## src/rtl/board_link.sv

```systemverilog
// Inter-board serial link: serializes processor words onto serial_tx and
// deserializes parity-checked frames from serial_rx into interrupt pulses.
module board_link #(
    parameter int CLKS_PER_BIT = 16
) (
    input  logic        clk,
    input  logic        rst_n,
    input  logic        snd,
    input  logic [31:0] interface_data,
    output logic        tx_busy,
    output logic        serial_tx,
    input  logic        serial_rx,
    output logic        interrupt_eth,
    output logic [31:0] interrupt_source_data,
    output logic        rx_frame_err
);

    localparam int CW = (CLKS_PER_BIT > 1) ? $clog2(CLKS_PER_BIT) : 1;
    localparam logic [CW-1:0] BIT_LAST  = CW'(CLKS_PER_BIT - 1);
    localparam logic [CW-1:0] HALF_LAST = CW'(CLKS_PER_BIT / 2 - 1);

    typedef enum logic [2:0] {
        TX_IDLE,
        TX_START,
        TX_DATA,
        TX_PARITY,
        TX_STOP
    } tx_state_t;

    typedef enum logic [2:0] {
        RX_IDLE,
        RX_START_CHK,
        RX_DATA,
        RX_PARITY,
        RX_STOP,
        RX_WAIT_HIGH
    } rx_state_t;

    tx_state_t      tx_state;
    logic [CW-1:0]  tx_cnt;
    logic [4:0]     tx_bit;
    logic [31:0]    tx_shift;
    logic           tx_parity;

    rx_state_t      rx_state;
    logic [CW-1:0]  rx_cnt;
    logic [4:0]     rx_bit;
    logic [31:0]    rx_shift;
    logic           rx_par;
    logic           rx_meta;
    logic           rx_sync;

    // serial_tx is driven one bit ahead so each bit lands exactly on its period boundary
    always_ff @(posedge clk or negedge rst_n) begin
        if (!rst_n) begin
            tx_state  <= TX_IDLE;
            tx_cnt    <= '0;
            tx_bit    <= '0;
            tx_shift  <= '0;
            tx_parity <= 1'b0;
            tx_busy   <= 1'b0;
            serial_tx <= 1'b1;
        end else begin
            case (tx_state)
                TX_IDLE: begin
                    if (snd) begin
                        tx_shift  <= interface_data;
                        tx_parity <= ^interface_data;
                        tx_cnt    <= '0;
                        tx_bit    <= '0;
                        tx_busy   <= 1'b1;
                        serial_tx <= 1'b0;
                        tx_state  <= TX_START;
                    end
                end
                TX_START: begin
                    if (tx_cnt == BIT_LAST) begin
                        tx_cnt    <= '0;
                        serial_tx <= tx_shift[0];
                        tx_state  <= TX_DATA;
                    end else begin
                        tx_cnt <= tx_cnt + CW'(1);
                    end
                end
                TX_DATA: begin
                    if (tx_cnt == BIT_LAST) begin
                        tx_cnt <= '0;
                        if (tx_bit == 5'd31) begin
                            serial_tx <= tx_parity;
                            tx_state  <= TX_PARITY;
                        end else begin
                            tx_bit    <= tx_bit + 5'd1;
                            tx_shift  <= {1'b0, tx_shift[31:1]};
                            serial_tx <= tx_shift[1];
                        end
                    end else begin
                        tx_cnt <= tx_cnt + CW'(1);
                    end
                end
                TX_PARITY: begin
                    if (tx_cnt == BIT_LAST) begin
                        tx_cnt    <= '0;
                        serial_tx <= 1'b1;
                        tx_state  <= TX_STOP;
                    end else begin
                        tx_cnt <= tx_cnt + CW'(1);
                    end
                end
                TX_STOP: begin
                    if (tx_cnt == BIT_LAST) begin
                        tx_cnt   <= '0;
                        tx_busy  <= 1'b0;
                        tx_state <= TX_IDLE;
                    end else begin
                        tx_cnt <= tx_cnt + CW'(1);
                    end
                end
                default: begin
                    tx_state  <= TX_IDLE;
                    tx_busy   <= 1'b0;
                    serial_tx <= 1'b1;
                end
            endcase
        end
    end

    // Synchronizer resets to the idle-high level so reset never looks like a start bit
    always_ff @(posedge clk or negedge rst_n) begin
        if (!rst_n) begin
            rx_meta <= 1'b1;
            rx_sync <= 1'b1;
        end else begin
            rx_meta <= serial_rx;
            rx_sync <= rx_meta;
        end
    end

    // START_CHK lands half a bit into the start bit, so later samples fall mid-bit
    always_ff @(posedge clk or negedge rst_n) begin
        if (!rst_n) begin
            rx_state              <= RX_IDLE;
            rx_cnt                <= '0;
            rx_bit                <= '0;
            rx_shift              <= '0;
            rx_par                <= 1'b0;
            interrupt_eth         <= 1'b0;
            interrupt_source_data <= '0;
            rx_frame_err          <= 1'b0;
        end else begin
            interrupt_eth <= 1'b0;
            rx_frame_err  <= 1'b0;
            case (rx_state)
                RX_IDLE: begin
                    rx_cnt <= '0;
                    if (!rx_sync) begin
                        rx_state <= RX_START_CHK;
                    end
                end
                RX_START_CHK: begin
                    if (rx_cnt == HALF_LAST) begin
                        rx_cnt   <= '0;
                        rx_bit   <= '0;
                        rx_state <= rx_sync ? RX_IDLE : RX_DATA;
                    end else begin
                        rx_cnt <= rx_cnt + CW'(1);
                    end
                end
                RX_DATA: begin
                    if (rx_cnt == BIT_LAST) begin
                        rx_cnt   <= '0;
                        rx_shift <= {rx_sync, rx_shift[31:1]};
                        if (rx_bit == 5'd31) begin
                            rx_state <= RX_PARITY;
                        end else begin
                            rx_bit <= rx_bit + 5'd1;
                        end
                    end else begin
                        rx_cnt <= rx_cnt + CW'(1);
                    end
                end
                RX_PARITY: begin
                    if (rx_cnt == BIT_LAST) begin
                        rx_cnt   <= '0;
                        rx_par   <= rx_sync;
                        rx_state <= RX_STOP;
                    end else begin
                        rx_cnt <= rx_cnt + CW'(1);
                    end
                end
                RX_STOP: begin
                    if (rx_cnt == BIT_LAST) begin
                        rx_cnt <= '0;
                        if (rx_sync) begin
                            if ((^rx_shift) == rx_par) begin
                                interrupt_source_data <= rx_shift;
                                interrupt_eth         <= 1'b1;
                            end else begin
                                rx_frame_err <= 1'b1;
                            end
                            rx_state <= RX_IDLE;
                        end else begin
                            rx_frame_err <= 1'b1;
                            rx_state     <= RX_WAIT_HIGH;
                        end
                    end else begin
                        rx_cnt <= rx_cnt + CW'(1);
                    end
                end
                RX_WAIT_HIGH: begin
                    rx_cnt <= '0;
                    if (rx_sync) begin
                        rx_state <= RX_IDLE;
                    end
                end
                default: begin
                    rx_state <= RX_IDLE;
                end
            endcase
        end
    end

endmodule

```

## config.mk

```make
export PLATFORM = sky130hd
export DESIGN_NAME = board_link
export DESIGN_NICKNAME = d
export VERILOG_FILES = /design/src/rtl/board_link.sv
export SDC_FILE = /design/constraint.sdc
export NUM_CORES = 1
export LEC_CHECK = 0
export ABC_CLOCK_PERIOD_IN_PS = 2800
export CORE_MARGIN = 2
export CORE_UTILIZATION = 42
export DETAILED_ROUTE_END_ITERATION = 10
export DONT_BUFFER_PORTS = 1
export GPL_ROUTABILITY_DRIVEN = 0
export SLEW_MARGIN = 20
export SYNTH_ARGS = -nofsm -noshare
export SYNTH_HDL_FRONTEND = slang
export SYNTH_SLANG_ARGS = --single-unit
```

## constraint.sdc

```tcl
create_clock -name clk -period 2.8 [get_ports clk]
set_input_delay 0.42 -clock clk [delete_from_list [all_inputs] [get_ports clk]]
set_output_delay 0.42 -clock clk [all_outputs]
set_load 0.005 [all_outputs]
```

==> flow_summary.ini <==
[clock_network]
cts-resized-gates = 0
clk_path_buf_depth = 2
cts.clk_slew.worst_paths_ps = 60
hold_buffers = 1
cts_buffers = 17
cts_tree = done
clock_sinks = 128
clk-insertion-delay-late_ps = 410
cts_root_buffer = clkbuf_16
cts_htree_levels = 4
post_cts_buffers = 0

[worst_setup_path]
r2r_end = interrupt_source_data[23]
cp_slowest_cell = xnor3_2
r2r_start = rx_shift[12]
critPathKind = reg -> reg
cp-endpoint = interrupt_source_data[23]
critPathLaunch = rx_shift[12]
critPathMostFrequentCell = xnor2_1
arrival_ps = 2680
r2r_setup_slack_ps = 420
cp-start-kind = flip-flop
ff2ff_path_depth = 7
slowest_delay_ps = 490
crit_chain = xor2_1 > xnor2_1 > xnor2_1 > xnor3_2 > mux2i_4 > buf_4 > mux2_2
cp_data_required_time_ps = 3090
end_kind = flip-flop
crit_fanout = 19

[route]
vias = 3786
avgRoutedWirePerCell_um = 15.2
vias_per_cell = 5.21
detail-route-antenna-nets = 0
firstDrtPassIters = 4
routed_wl_um = 11100
drc = 0
drt_iter0_drc = 226

[floorplan]
core.rowCount = 44
die_area_mm2 = 0.0156
start_util_pct = 42.6
fp.coreArea_mm2 = 0.0144
ios = 72
die_w_um = 125
dieHeight_um = 125

[timing]
hold_viol_final = 128
fin_crit_sh_pct = 85.1
maxSlewHeadroom_pct = 62.5
tns_ps = 0
worst_slack_ps = 418
drv_slew = 0
max_freq_mhz = 420
rsz0062_at_grt = no
fin_worst_skew_ps = 8.05
hold_slack_ps = -299
tightest_slew_ps = 563
layout_min_cycle_time_ps = 2380
setup_viol = 0

[yosys]
async_reset_ff_share_pct = 100
ys_seq_area_share_pct = 52.2
synth_cell_types = 43
synth_area_leaders = dfrtp_1, mux2_2, xnor2_1
avgSynthCellArea_um2 = 11.5
synth-seq-cells = 128
synth_cells = 532
synth_edf_count = 0
synth.top_cell.area_share_pct = 50.9
yosysTopAreaCell = dfrtp_1
synthFlopType = dfrtp_1
syn_nets = 574
syn_area_mm2 = 0.00614
ys_warn_count = 0

[power_and_ir_drop]
max-vdd-ir-drop_v = 0.000456
p_comb_share_pct = 19.5
pwr-share-clk_pct = 36.5
netSwitchingFraction_pct = 29.2
p_seq_share_pct = 44.0
internal_power_w = 0.00403
leakagePower_nw = 3.13
finalPower_w = 0.00569
p_switching_w = 0.00166
p_per_area_mw_per_mm2 = 830

[global_route]
overflow = 0
grt_max_degree = 129
first_global_vias = 3840
grt_use_total_pct = 15.2
grt_first_pass_wirelength_um = 19100
antenna_found_initial = 0

[placement]
portBuffers = 0
hpwl_um = 7230
place_ws_ps = 409

[layout]
nets = 571
area_growth_pct = 11.6
final_layout_size_suffix_gt1_share_pct = 19.2
fin_util_pct = 47.5
diodes = 0

[run]
maxCapViolations = 0

[run_status]
violations = hold timing
status = complete, but fails checks

[hold_path]
min_path_type = in -> async
## through the flow
stage	cell area [um^2]	hold slack [ps]	std cells
detailed placement	6280	127	693
finish	6850	-299	726
global route	6850	-324	726
CTS	6850	-326	726
floorplan	6140	124	532
global placement	6280	127	693
## flip-flops by register name, summed over array words and instances (netlist names)
register               count
interrupt_source_data     32
rx_shift                  32
tx_shift                  32
rx_bit                     5
tx_bit                     5
rx_cnt                     4
tx_cnt                     4
rx_state                   3
tx_state                   3
interrupt_eth              1
rx_frame_err               1
rx_meta                    1
rx_par                     1
rx_sync                    1
serial_tx                  1
tx_busy                    1
tx_parity                  1
## worst max-delay path, delay by kind of cell, from the launching register on
family    cells  cell delay (ps)
flops         1              410
buf+inv       1              290
mux           2              560
xor+xnor      4             1000
## per-layer routing
layer / global-route usage (%) / share of wire [%] / up-vias
met5: 0 / 0 / -
met3: 5.15 / 4.8 / 12
met4: 6.34 / 1.3 / 0
met2: 23.7 / 48 / 77
li1: - / - / 1843
met1: 19.3 / 46 / 1854
## synth_stat cells, types with 2 or more instances
| cell type | n |
|---|---|
| a31oi_1 | 5 |
| nor2_1 | 17 |
| mux2_1 | 2 |
| mux2_2 | 61 |
| nor3_1 | 6 |
| a22o_1 | 2 |
| and2_1 | 3 |
| nand3_1 | 11 |
| a211oi_1 | 3 |
| a21oi_1 | 15 |
| o21ai_0 | 50 |
| dfrtp_1 | 125 |
| and3_1 | 5 |
| mux2i_1 | 34 |
| dfstp_2 | 3 |
| inv_1 | 4 |
| nor4_1 | 2 |
| ha_1 | 6 |
| nand2b_1 | 3 |
| nand2_1 | 57 |
| clkbuf_1 | 25 |
| xnor2_1 | 51 |
| xor2_1 | 13 |
| buf_8 | 3 |
| nor2b_1 | 6 |
| o22ai_1 | 2 |
| a311oi_1 | 2 |
## kinds of logic (layout without fill, tap and decap cells)
| logic type | after synthesis | in the layout | synth area share (%) |
|---|---|---|---|
| XOR/XNOR | 66 | 66 | 9.88 |
| AND/OR/NAND/NOR | 115 | 115 | 8.40 |
| multiplexers | 99 | 99 | 17.8 |
| flip-flops | 128 | 128 | 52.2 |
| AO/OA/AOI/OAI | 86 | 86 | 7.93 |
| adder cells (fa/ha/maj) | 6 | 6 | 1.22 |
| buffers and inverters | 32 | 42 | 2.51 |
## final cells by class
cell class	count	area, um^2
clock inverter	9	83.8
fill	1318	7570
sequential	128	3210
multi-input combinational	372	2780
timing repair buffer	6	60.1
tap	184	230
clock buffer	23	478
inverter	4	15.0
## worst min path at each step
stage / to / depth (start not counted) / start / slack (ps)
after floorplan: interrupt_eth / 0 / rst_n / 120
after global placement: tx_shift[16] / 0 / rst_n / 130
after detailed placement: tx_shift[16] / 0 / rst_n / 130
after CTS: tx_shift[16] / 0 / rst_n / -330
after global routing: tx_shift[17] / 0 / rst_n / -320
final: tx_shift[16] / 0 / rst_n / -300
## power groups by stage
| stage | sequential [W] | combinational [W] | clock (W) |
|---|---|---|---|
| 2_1_floorplan | 0.00240 | 0.00101 | 0 |
| 3_3_place_gp | 0.00251 | 0.00106 | 0 |
| 3_5_place_dp | 0.00253 | 0.00111 | 0 |
| 4_1_cts | 0.00250 | 0.00112 | 0.00214 |
| 5_1_grt | 0.00256 | 0.00128 | 0.00223 |
| 6_report | 0.00251 | 0.00111 | 0.00208 |
## layout by cell type, fill, tap and decap left out, drive strengths merged, types with 4 or more instances in the layout
| cell | n |
|---|---|
| inv | 4 |
| and3 | 5 |
| buf | 5 |
| clkbuf | 23 |
| nand2 | 57 |
| xnor2 | 51 |
| ha | 6 |
| mux2i | 35 |
| nand3 | 11 |
| nor3 | 6 |
| nor2 | 17 |
| a21oi | 15 |
| mux2 | 63 |
| dfrtp | 125 |
| clkinv | 7 |
| xor2 | 13 |
| o21ai | 50 |
| a31oi | 5 |
| nor2b | 6 |
No activity file was read; power rests on OpenSTA's default activity.
